<file path="src/rtl/mmio_uart_tx.sv">
// Memory-mapped UART transmitter: DATA/STATUS registers, byte FIFO, 8N1 serialiser (LSB first).
// Optional even parity bit between data and stop when MMIO_UART_TX_PARITY_EN is defined.
module mmio_uart_tx #(
  parameter logic [31:0] BASE_ADDR  = 32'h0000_1000,
  parameter int          CLK_DIV    = 16,
  parameter int          FIFO_DEPTH = 8
) (
  input  logic        clk,
  input  logic        reset,
  input  logic        wr_sig,
  input  logic [31:0] addr,
  input  logic [31:0] wr_data,
  output logic [31:0] rd_data,
  output logic        tx,
  output logic        busy
);

  localparam int          PW          = $clog2(FIFO_DEPTH);
  localparam int          CW          = PW + 1;
  localparam logic [31:0] STATUS_ADDR = BASE_ADDR + 32'd4;
  localparam logic [15:0] BAUD_LAST   = 16'(CLK_DIV - 1);

  typedef enum logic [2:0] {
    S_IDLE,
    S_START,
    S_DATA,
`ifdef MMIO_UART_TX_PARITY_EN
    S_PARITY,
`endif
    S_STOP
  } state_t;

  logic [7:0]    mem [FIFO_DEPTH];
  logic [PW-1:0] rd_ptr, wr_ptr;
  logic [CW-1:0] count;
  state_t        state;
  logic [15:0]   baud;
  logic [2:0]    bit_idx;
  logic [7:0]    shift;
  logic          overflow;
  logic          tx_q;

  logic data_wr, status_wr, fifo_empty, fifo_full, baud_done, pop, push;
  logic unused_wr_data;

  assign data_wr    = wr_sig && (addr == BASE_ADDR);
  assign status_wr  = wr_sig && (addr == STATUS_ADDR);
  assign fifo_empty = (count == '0);
  assign fifo_full  = (count == CW'(FIFO_DEPTH));
  assign baud_done  = (baud == BAUD_LAST);
  // A pop frees a slot on the same edge, so a full FIFO still accepts a push then.
  assign pop  = !fifo_empty && ((state == S_IDLE) || (state == S_STOP && baud_done));
  assign push = data_wr && (!fifo_full || pop);

  assign tx   = tx_q;
  assign busy = (state != S_IDLE);
  assign unused_wr_data = ^wr_data[31:8];

  // NOTE: FIFO storage has no reset; pointers and count alone define which entries are valid.
  always_ff @(posedge clk) begin
    if (push) mem[wr_ptr] <= wr_data[7:0];
  end

  // NOTE: sequential state uses non-blocking assignments so every register samples pre-edge values.
  always_ff @(posedge clk or posedge reset) begin
    if (reset) begin
      rd_ptr   <= '0;
      wr_ptr   <= '0;
      count    <= '0;
      overflow <= 1'b0;
    end else begin
      if (push) wr_ptr <= wr_ptr + PW'(1);
      if (pop)  rd_ptr <= rd_ptr + PW'(1);
      case ({push, pop})
        2'b10:   count <= count + CW'(1);
        2'b01:   count <= count - CW'(1);
        default: count <= count;
      endcase
      if (data_wr && !push)               overflow <= 1'b1;
      else if (status_wr && wr_data[3])   overflow <= 1'b0;
    end
  end

  always_ff @(posedge clk or posedge reset) begin
    if (reset) begin
      state   <= S_IDLE;
      baud    <= '0;
      bit_idx <= '0;
      shift   <= '0;
      tx_q    <= 1'b1;
    end else begin
      case (state)
        S_IDLE: begin
          if (pop) begin
            shift <= mem[rd_ptr];
            state <= S_START;
            baud  <= '0;
            tx_q  <= 1'b0;
          end
        end
        S_START: begin
          if (baud_done) begin
            baud    <= '0;
            bit_idx <= '0;
            state   <= S_DATA;
            tx_q    <= shift[0];
          end else begin
            baud <= baud + 16'd1;
          end
        end
        S_DATA: begin
          if (baud_done) begin
            baud <= '0;
            if (bit_idx == 3'd7) begin
`ifdef MMIO_UART_TX_PARITY_EN
              state <= S_PARITY;
              tx_q  <= ^shift;
`else
              state <= S_STOP;
              tx_q  <= 1'b1;
`endif
            end else begin
              bit_idx <= bit_idx + 3'd1;
              tx_q    <= shift[bit_idx + 3'd1];
            end
          end else begin
            baud <= baud + 16'd1;
          end
        end
`ifdef MMIO_UART_TX_PARITY_EN
        S_PARITY: begin
          if (baud_done) begin
            baud  <= '0;
            state <= S_STOP;
            tx_q  <= 1'b1;
          end else begin
            baud <= baud + 16'd1;
          end
        end
`endif
        S_STOP: begin
          if (baud_done) begin
            baud <= '0;
            // Chain straight into the next start bit when more data is queued.
            if (pop) begin
              shift <= mem[rd_ptr];
              state <= S_START;
              tx_q  <= 1'b0;
            end else begin
              state <= S_IDLE;
              tx_q  <= 1'b1;
            end
          end else begin
            baud <= baud + 16'd1;
          end
        end
        default: begin
          state <= S_IDLE;
          tx_q  <= 1'b1;
        end
      endcase
    end
  end

  // NOTE: default assignment first keeps this block free of inferred latches.
  always_comb begin
    rd_data = '0;
    if (addr == STATUS_ADDR)
      rd_data = {16'h0000, 8'(count), 4'h0, overflow, busy, fifo_empty, fifo_full};
  end

endmodule

</file>
<file path="config.mk">
export PLATFORM = sky130hd
export DESIGN_NAME = mmio_uart_tx
export DESIGN_NICKNAME = d
export VERILOG_FILES = /design/src/rtl/mmio_uart_tx.sv
export SDC_FILE = /design/constraint.sdc
export NUM_CORES = 1
export LEC_CHECK = 0
export ABC_AREA = 1
export BUFFER_PORTS_ARGS = -buffer_cell sky130_fd_sc_hd__buf_2
export CAP_MARGIN = 15
export CORE_UTILIZATION = 35
export DETAILED_ROUTE_END_ITERATION = 8
export PLACE_DENSITY = 0.51
export SLEW_MARGIN = 20
export SYNTH_ARGS = -nofsm -noshare
export SYNTH_HDL_FRONTEND = slang
export SYNTH_SLANG_ARGS = --single-unit
export TNS_END_PERCENT = 100
</file>
<file path="constraint.sdc">
create_clock -name clk -period 2.95 [get_ports clk]
set_input_delay 0.59 -clock clk [delete_from_list [all_inputs] [get_ports clk]]
set_output_delay 0.59 -clock clk [all_outputs]
set_load 0.01 [all_outputs]
</file>
**Word level (Yosys, flattened, before mapping)**

Memories as Yosys holds them, arrays and structs flattened.
Index checks and enable logic that the tools add are counted.

- Add/sub/neg operators: 6
- $lt $le $gt $ge: 1
- Equal/unequal tests: 16
- Muxes and demuxes: 32
- Reductions and logical operators: 26

Operator list:

| cell | number |
|---|---|
| 32-bit by 13-bit == test with 1-bit output (second input constant) | 2 |
| 16-bit two-way mux | 2 |
| 16-bit one-hot mux with 2 select lines | 1 |
| 3-bit two-way mux | 8 |
| 16-bit by 1-bit adder with 16-bit output (second input constant) | 1 |
| 16-bit by 4-bit == test with 1-bit output (second input constant) | 1 |
| 8-bit two-way mux | 2 |
| 8-bit one-hot mux with 2 select lines | 1 |
| 1-bit two-way mux | 12 |
| 12-bit two-way mux | 1 |
| 2-bit != test (second input constant) | 6 |
| 3-bit one-hot mux with 4 select lines | 1 |
| 2-bit nonzero test | 5 |
| 3-bit by 1-bit adder with 3-bit output (second input constant) | 3 |
| 4-bit one-hot mux with 2 select lines | 1 |
| 4-bit AND reduction | 2 |
| 1-bit logical AND | 7 |
| 3-bit by 2-bit == test with 1-bit output (second input constant) | 2 |
| 3-bit one-hot mux with 2 select lines | 1 |
| 5-bit AND reduction | 1 |
| 4-bit by 1-bit adder with 4-bit output (second input constant) | 1 |
| 4-bit == test (second input constant) | 1 |
| 4-bit logical NOT | 1 |
| 3-bit by 4-bit less-than comparator with 1-bit output (second input constant) | 1 |
| other kinds (13) | 17 |

- Register bits: 42
- RAM bits: 64
- Input bits: 67
- Output and inout port bits: 34
- Logic and storage cells: 91
- Memories kept: 1

Memories:

| name | depth | bits a word | rd ports | clocked after memory_dff | wr ports | RTL line | text |
|---|---|---|---|---|---|---|---|
| mem | 8 | 8 | 1 | 0 | 1 | 33 | `logic [7:0] mem [FIFO_DEPTH];` |

**Longest topological paths before layout**

- Depth in word-level cells: 9
- Mapped depth: 19
- Depth with buffers taken out: 19

**Worst setup path before layout**

Ideal clock, no wire load.

- Path kind: reg2reg
- Start point: register state[0]
- End point: memory mem[0][0] (enable)
- Library setup time: 383 ps
- Data arrival time: 2003 ps
- Data required time: 2567 ps
- Setup slack: 564 ps
- Cell stages (with the launch flop): 11
- Buffers on the path: 0
- Clock period less this slack: 2386 ps
- Cells stage by stage: dfrtp_1 > inv_1 > ha_1 > inv_1 > nand2_1 > nand3_4 > nand2_4 > nand2_4 > inv_6 > nand2_4 > nor3_1

- Cells in the longest elaborated chain, start to end: 8
- Elaborated cells on any way between the ends: 9
- Classes of those cells: eq/ne (1); mux (2); reduce/logical (6)

Ends and longest elaborated chain:

| what | RTL line | text |
|---|---|---|
| start, declared | 36 | `state_t state;` |
| start signal, assigned | 86 | `state <= S_IDLE;` |
| start signal, assigned | 96 | `state <= S_START;` |
| start signal, assigned | 105 | `state <= S_DATA;` |
| 3-bit by 2-bit == test with 1-bit output | 52 | `assign pop = !fifo_empty && ((state == S_IDLE) \|\| (state == S_STOP && baud_done));` |
| 1-bit logical AND | 52 |  |
| 1-bit logical OR (*) | 52 |  |
| 1-bit logical AND (*) | 52 |  |
| 1-bit logical OR (*) | 53 | `assign push = data_wr && (!fifo_full \|\| pop);` |
| 1-bit logical AND (*) | 53 |  |
| 1-bit two-way mux (*) | 61 | `if (push) mem[wr_ptr] <= wr_data[7:0];` |
| 1-bit two-way mux (not written as such) (*) | 61 |  |
| end, declared | 33 |  |

Mark *: on every way between the ends. The rest lies on a longest branch, timed or not.

**Worst setup path in the final report**

- Start point: register baud[0]
- End point: register count[3]

- Cells in the longest elaborated chain, start to end: 8
- Elaborated cells on any way between the ends: 10
- Classes of those cells: eq/ne (3); mux (1); reduce/logical (6)

Ends and longest elaborated chain:

| what | RTL line | text |
|---|---|---|
| start, declared | 37 | `logic [15:0] baud;` |
| start signal, assigned | 108 | `baud <= baud + 16'd1;` |
| start signal, assigned | 127 | `baud <= baud + 16'd1;` |
| start signal, assigned | 154 | `baud <= baud + 16'd1;` |
| 16-bit by 4-bit == test with 1-bit output (*) | 50 | `assign baud_done = (baud == BAUD_LAST);` |
| 1-bit logical AND (*) | 52 |  |
| 1-bit logical OR (*) | 52 |  |
| 1-bit logical AND (*) | 52 |  |
| 1-bit logical OR | 53 |  |
| 1-bit logical AND | 53 |  |
| 2-bit by 1-bit == test with 1-bit output or 2-bit == test (tied branches) | 74 | `case ({push, pop})` |
| 4-bit one-hot mux with 2 select lines or 2-bit nonzero test (tied branches) | - |  |
| end signal, assigned | 75 | `2'b10: count <= count + CW'(1);` |
| end signal, assigned | 76 | `2'b01: count <= count - CW'(1);` |
| end signal, assigned | 77 | `default: count <= count;` |
| end, declared | 35 | `logic [CW-1:0] count;` |

Marks and branches as above.
A chain may end at the register's enable or synchronous reset.

==> summary.md <==
- flop to flop — start-to-end type of the worst setup path
- 813 — non-filler instance count after layout
- design-rule violations — failing checks
- 0.00764 ns — post-route clock skew
- flop — Worst setup SP type
- 479 nW/um^2 — P per Cell Area
- 0.39 ns — CP max stage delay
- 0 — buffers inserted by post-CTS timing repair
- 16.1% — share of post-route cells with drive strength above 1
- 82.9% — ratio of final minimum period to clock period
- 48.2% — normalized max-slew margin
- 16 — number of cells traversed by the worst register-to-register path
- sky130_fd_sc_hd__nand2_1 — leading cell type in the layout, fill and taps excluded
- 4 — worst-path fanout max
- baud[0] — origin of the worst setup path
- 52 — input/output buffers
- 245 — Initial DRC Count
- 0 — Final Hold Vio Count
- 6040 sq um — Post-Layout Inst Area
- 39.0% — Async S/R FF share, synth
- 0 — number of nets still failing antenna checks after routing
- simple AND/OR/NAND/NOR gates — gate family responsible for the most delay along the worst path
- count[3] — endpoint of the worst setup timing path
- 5730 sq um — Placement Cell Area
- 3754 — via count of the first global-routing pass
- 0 — number of resized instances in the post-cts repair step
- 125 microns — height of the die
- 64 — EDFF count, synth
- 0 ns — final-layout setup total negative slack
- 36.1% — initial cell density of the core
- 0.07 ns — register clock-pin slew on the reported worst setup and hold paths
- count[3] — endpoint of the lowest-slack register-to-register path
- 10 — final routed DRC violation total
- 0.271 ns — Hold Slack
- 16 — cell count along the critical path
- 3 — critical path buffer and inverter count
- 105 — flops & latches, synth
- 2.44 ns — post-layout min period
- 409 MHz — max frequency
- 0 — Slew Viols, Final
- 13.8 microns — post-DR wirelength/cell
- 0.36 ns — source-to-sink clock delay at the later pin of the worst-skew pair
- 0.773 ns — pin slew with the least headroom to its limit
- 11200 microns — Total Routed Length
- 0 — diode count
- 0 — total number of yosys warnings
- 2.70 ns — arrival time worst endpoint
- 6 — DR pass1 iterations
- 9 — TritonCTS buffer count
- ha_1, nand3_2, nor2_4, nand3_1, nand2_1, nand3_1, inv_1, ha_1, nand2_1, nand2_1, a31oi_1, inv_1, nand2_1, nand3_1, nand2_1, inv_1 — Cell Chain, Critical Path
- complete, but fails checks — result of the run
- 7710 microns — HPWL after DPL
- 9.43 sq um — Post-Syn Area per Cell
- sky130_fd_sc_hd__nand2_1 — cell with the most instances on the worst path
- built — TritonCTS clock tree
- 0 — leftover overflow at the end of global routing
- 0 — # setup viols final
- 18500 microns — wire length of the first global-routing pass
- 560 — Gate Count Post-Synth
- 105 — TritonCTS sink count
- sky130_fd_sc_hd__dfrtp_1 — cell with the biggest individual delay on the critical path
- 44 — number of rows in the core area
- 15.3% — GRT Util Overall
- 101 — I/O pin cnt
- sky130_fd_sc_hd__clkbuf_16 — Clock Tree Root
- 380 uV — Max rail drop VDD
- 14.5% — synthesis-to-layout area growth
- 703 — Final #Nets
- 15600 sq um — area enclosed by the die boundary
- sky130_fd_sc_hd__edfxtp_1 — predominant post-synthesis flop cell
- 0 — Post-CTS Hold Buffers
- 42 — Distinct cells, synth
- flop — kind of end point of the critical path
- primary input to async pin — Tightest Hold Check Type
- 14600 sq um — core outline area
- 797 — post-placement cell count
- 35 — maximum number of pins on one net before global-route repair
- 2 — buffers from clock root to sink, at most
- 0 — number of antenna violations at the first check in global routing
- 4.75 — per-cell via count in the routed design
- 3865 — routed vias
- 5280 sq um — cell area after synthesis
- baud[0] — launching point of the worst reg2reg path
- 55.9% — post-synthesis sequential area ratio
- 0.806 — final weighted congestion in routability-driven placement
- sky130_fd_sc_hd__nand2_1, sky130_fd_sc_hd__nor2_1, sky130_fd_sc_hd__edfxtp_1 — most frequent cells in the layout
- 2.58 nW — Leakage
- false — setup repair after global routing missed its margin
- 3 — level count of the clock H-tree
- 125 microns — Die Span X
- 0.51 ns — setup slack of the worst register-to-register path
- 3.20 ns — worst endpoint required time
- 0 — count of max-cap constraint violations
area by class of cell:
cell class	count	area, sq um
Sequential cell	105	2950
Multi-Input combinational cell	392	2000
Timing Repair Buffer	66	365
Clock buffer	10	229
Clock inverter	6	81.3
Inverter	50	193
Tap cell	184	230
Fill cell	1460	8600
flip-flops by register name, indices dropped and copies added, names as in the netlist:
| signal | count |
|---|---|
| overflow | 1 |
| rd_ptr | 3 |
| tx | 1 |
| wr_ptr | 3 |
| shift | 8 |
| state | 2 |
| mem | 64 |
| baud | 16 |
| count | 4 |
| bit_idx | 3 |
worst reg2reg max path, cell delays in order, from the launching register on:
cell	delay [ns]
sky130_fd_sc_hd__dfrtp_1	0.39
sky130_fd_sc_hd__ha_1	0.21
sky130_fd_sc_hd__nand3_2	0.15
sky130_fd_sc_hd__nor2_4	0.19
sky130_fd_sc_hd__nand3_1	0.10
sky130_fd_sc_hd__nand2_1	0.10
sky130_fd_sc_hd__nand3_1	0.17
sky130_fd_sc_hd__inv_1	0.12
sky130_fd_sc_hd__ha_1	0.27
sky130_fd_sc_hd__nand2_1	0.08
sky130_fd_sc_hd__nand2_1	0.05
sky130_fd_sc_hd__a31oi_1	0.18
sky130_fd_sc_hd__inv_1	0.06
sky130_fd_sc_hd__nand2_1	0.08
sky130_fd_sc_hd__nand3_1	0.07
sky130_fd_sc_hd__nand2_1	0.07
sky130_fd_sc_hd__inv_1	0.03
synthesized netlist by cell type (3+ instances only):
cell                       instances  area [sq um]
sky130_fd_sc_hd__nand2_1         124           465
sky130_fd_sc_hd__nor2_1           90           338
sky130_fd_sc_hd__edfxtp_1         64          1920
sky130_fd_sc_hd__inv_1            47           176
sky130_fd_sc_hd__dfrtp_1          40          1000
sky130_fd_sc_hd__o21ai_0          31           155
sky130_fd_sc_hd__buf_4            25           188
sky130_fd_sc_hd__nand3_1          24           120
sky130_fd_sc_hd__o32ai_1          17           149
sky130_fd_sc_hd__nor3_1           13          65.1
sky130_fd_sc_hd__ha_1             11           138
sky130_fd_sc_hd__clkbuf_1          9          33.8
sky130_fd_sc_hd__xor2_1            7          61.3
sky130_fd_sc_hd__a21oi_1           6          30.0
sky130_fd_sc_hd__nand2_4           6          67.6
sky130_fd_sc_hd__o22ai_1           6          37.5
sky130_fd_sc_hd__nor2_2            5          31.3
sky130_fd_sc_hd__o211ai_1          3          22.5
sky130_fd_sc_hd__o21ai_1           3          15.0
how the worst min path moves through the flow:
stage / depth (start not counted) / slack (ns) / start / to
after detailed placement: 2 / 0.47 / shift[4] / shift[4]
after global routing: 2 / 0.33 / reset / baud[0]
after CTS: 2 / 0.29 / reset / baud[0]
after global placement: 2 / 0.47 / shift[7] / shift[7]
after floorplan: 2 / 0.45 / shift[1] / shift[1]
final: 2 / 0.27 / reset / baud[0]
report_power, final:
group | switching, mW | internal [mW] | leakage, nW | total (mW)
Clock | 0.578 | 0.683 | 0.153 | 1.26
Combinational | 0.0473 | 0.0245 | 1.33 | 0.0718
Sequential | 0.00000000445 | 1.56 | 1.09 | 1.56
Total | 0.625 | 2.27 | 2.58 | 2.89
cell families (layout without fill, tap and decap cells):
family,after synthesis,count (layout),synth area share [%]
DFF,105,105,55.9
adders and majority gates,12,12,2.99
other,1,24,0.0710
and+or+nand+nor,274,274,22.8
xor gates and xnor gates,8,8,1.33
AOI/OAI and AO/OA,74,74,8.96
buffers and inverters,86,132,7.99
routing by layer:
layer	vias up	global-route usage [%]	wire length (microns)
met5	-	0	0
met4	0	7.03	221
met3	15	2.84	341
met2	62	25.7	5500
met1	1821	19.1	5120
li1	1967	-	-
per-stage QoR:
stage	total power, mW	worst slack, ns	utilization (%)
final	2.89	0.506	41.3
after global placement	1.66	0.417	39.1
after CTS	2.93	0.505	41.3
after floorplan	1.64	0.564	-
after detailed placement	1.66	0.400	39.1
after global routing	2.99	0.255	41.3
Note: power is estimated with default switching activity, not from simulation.
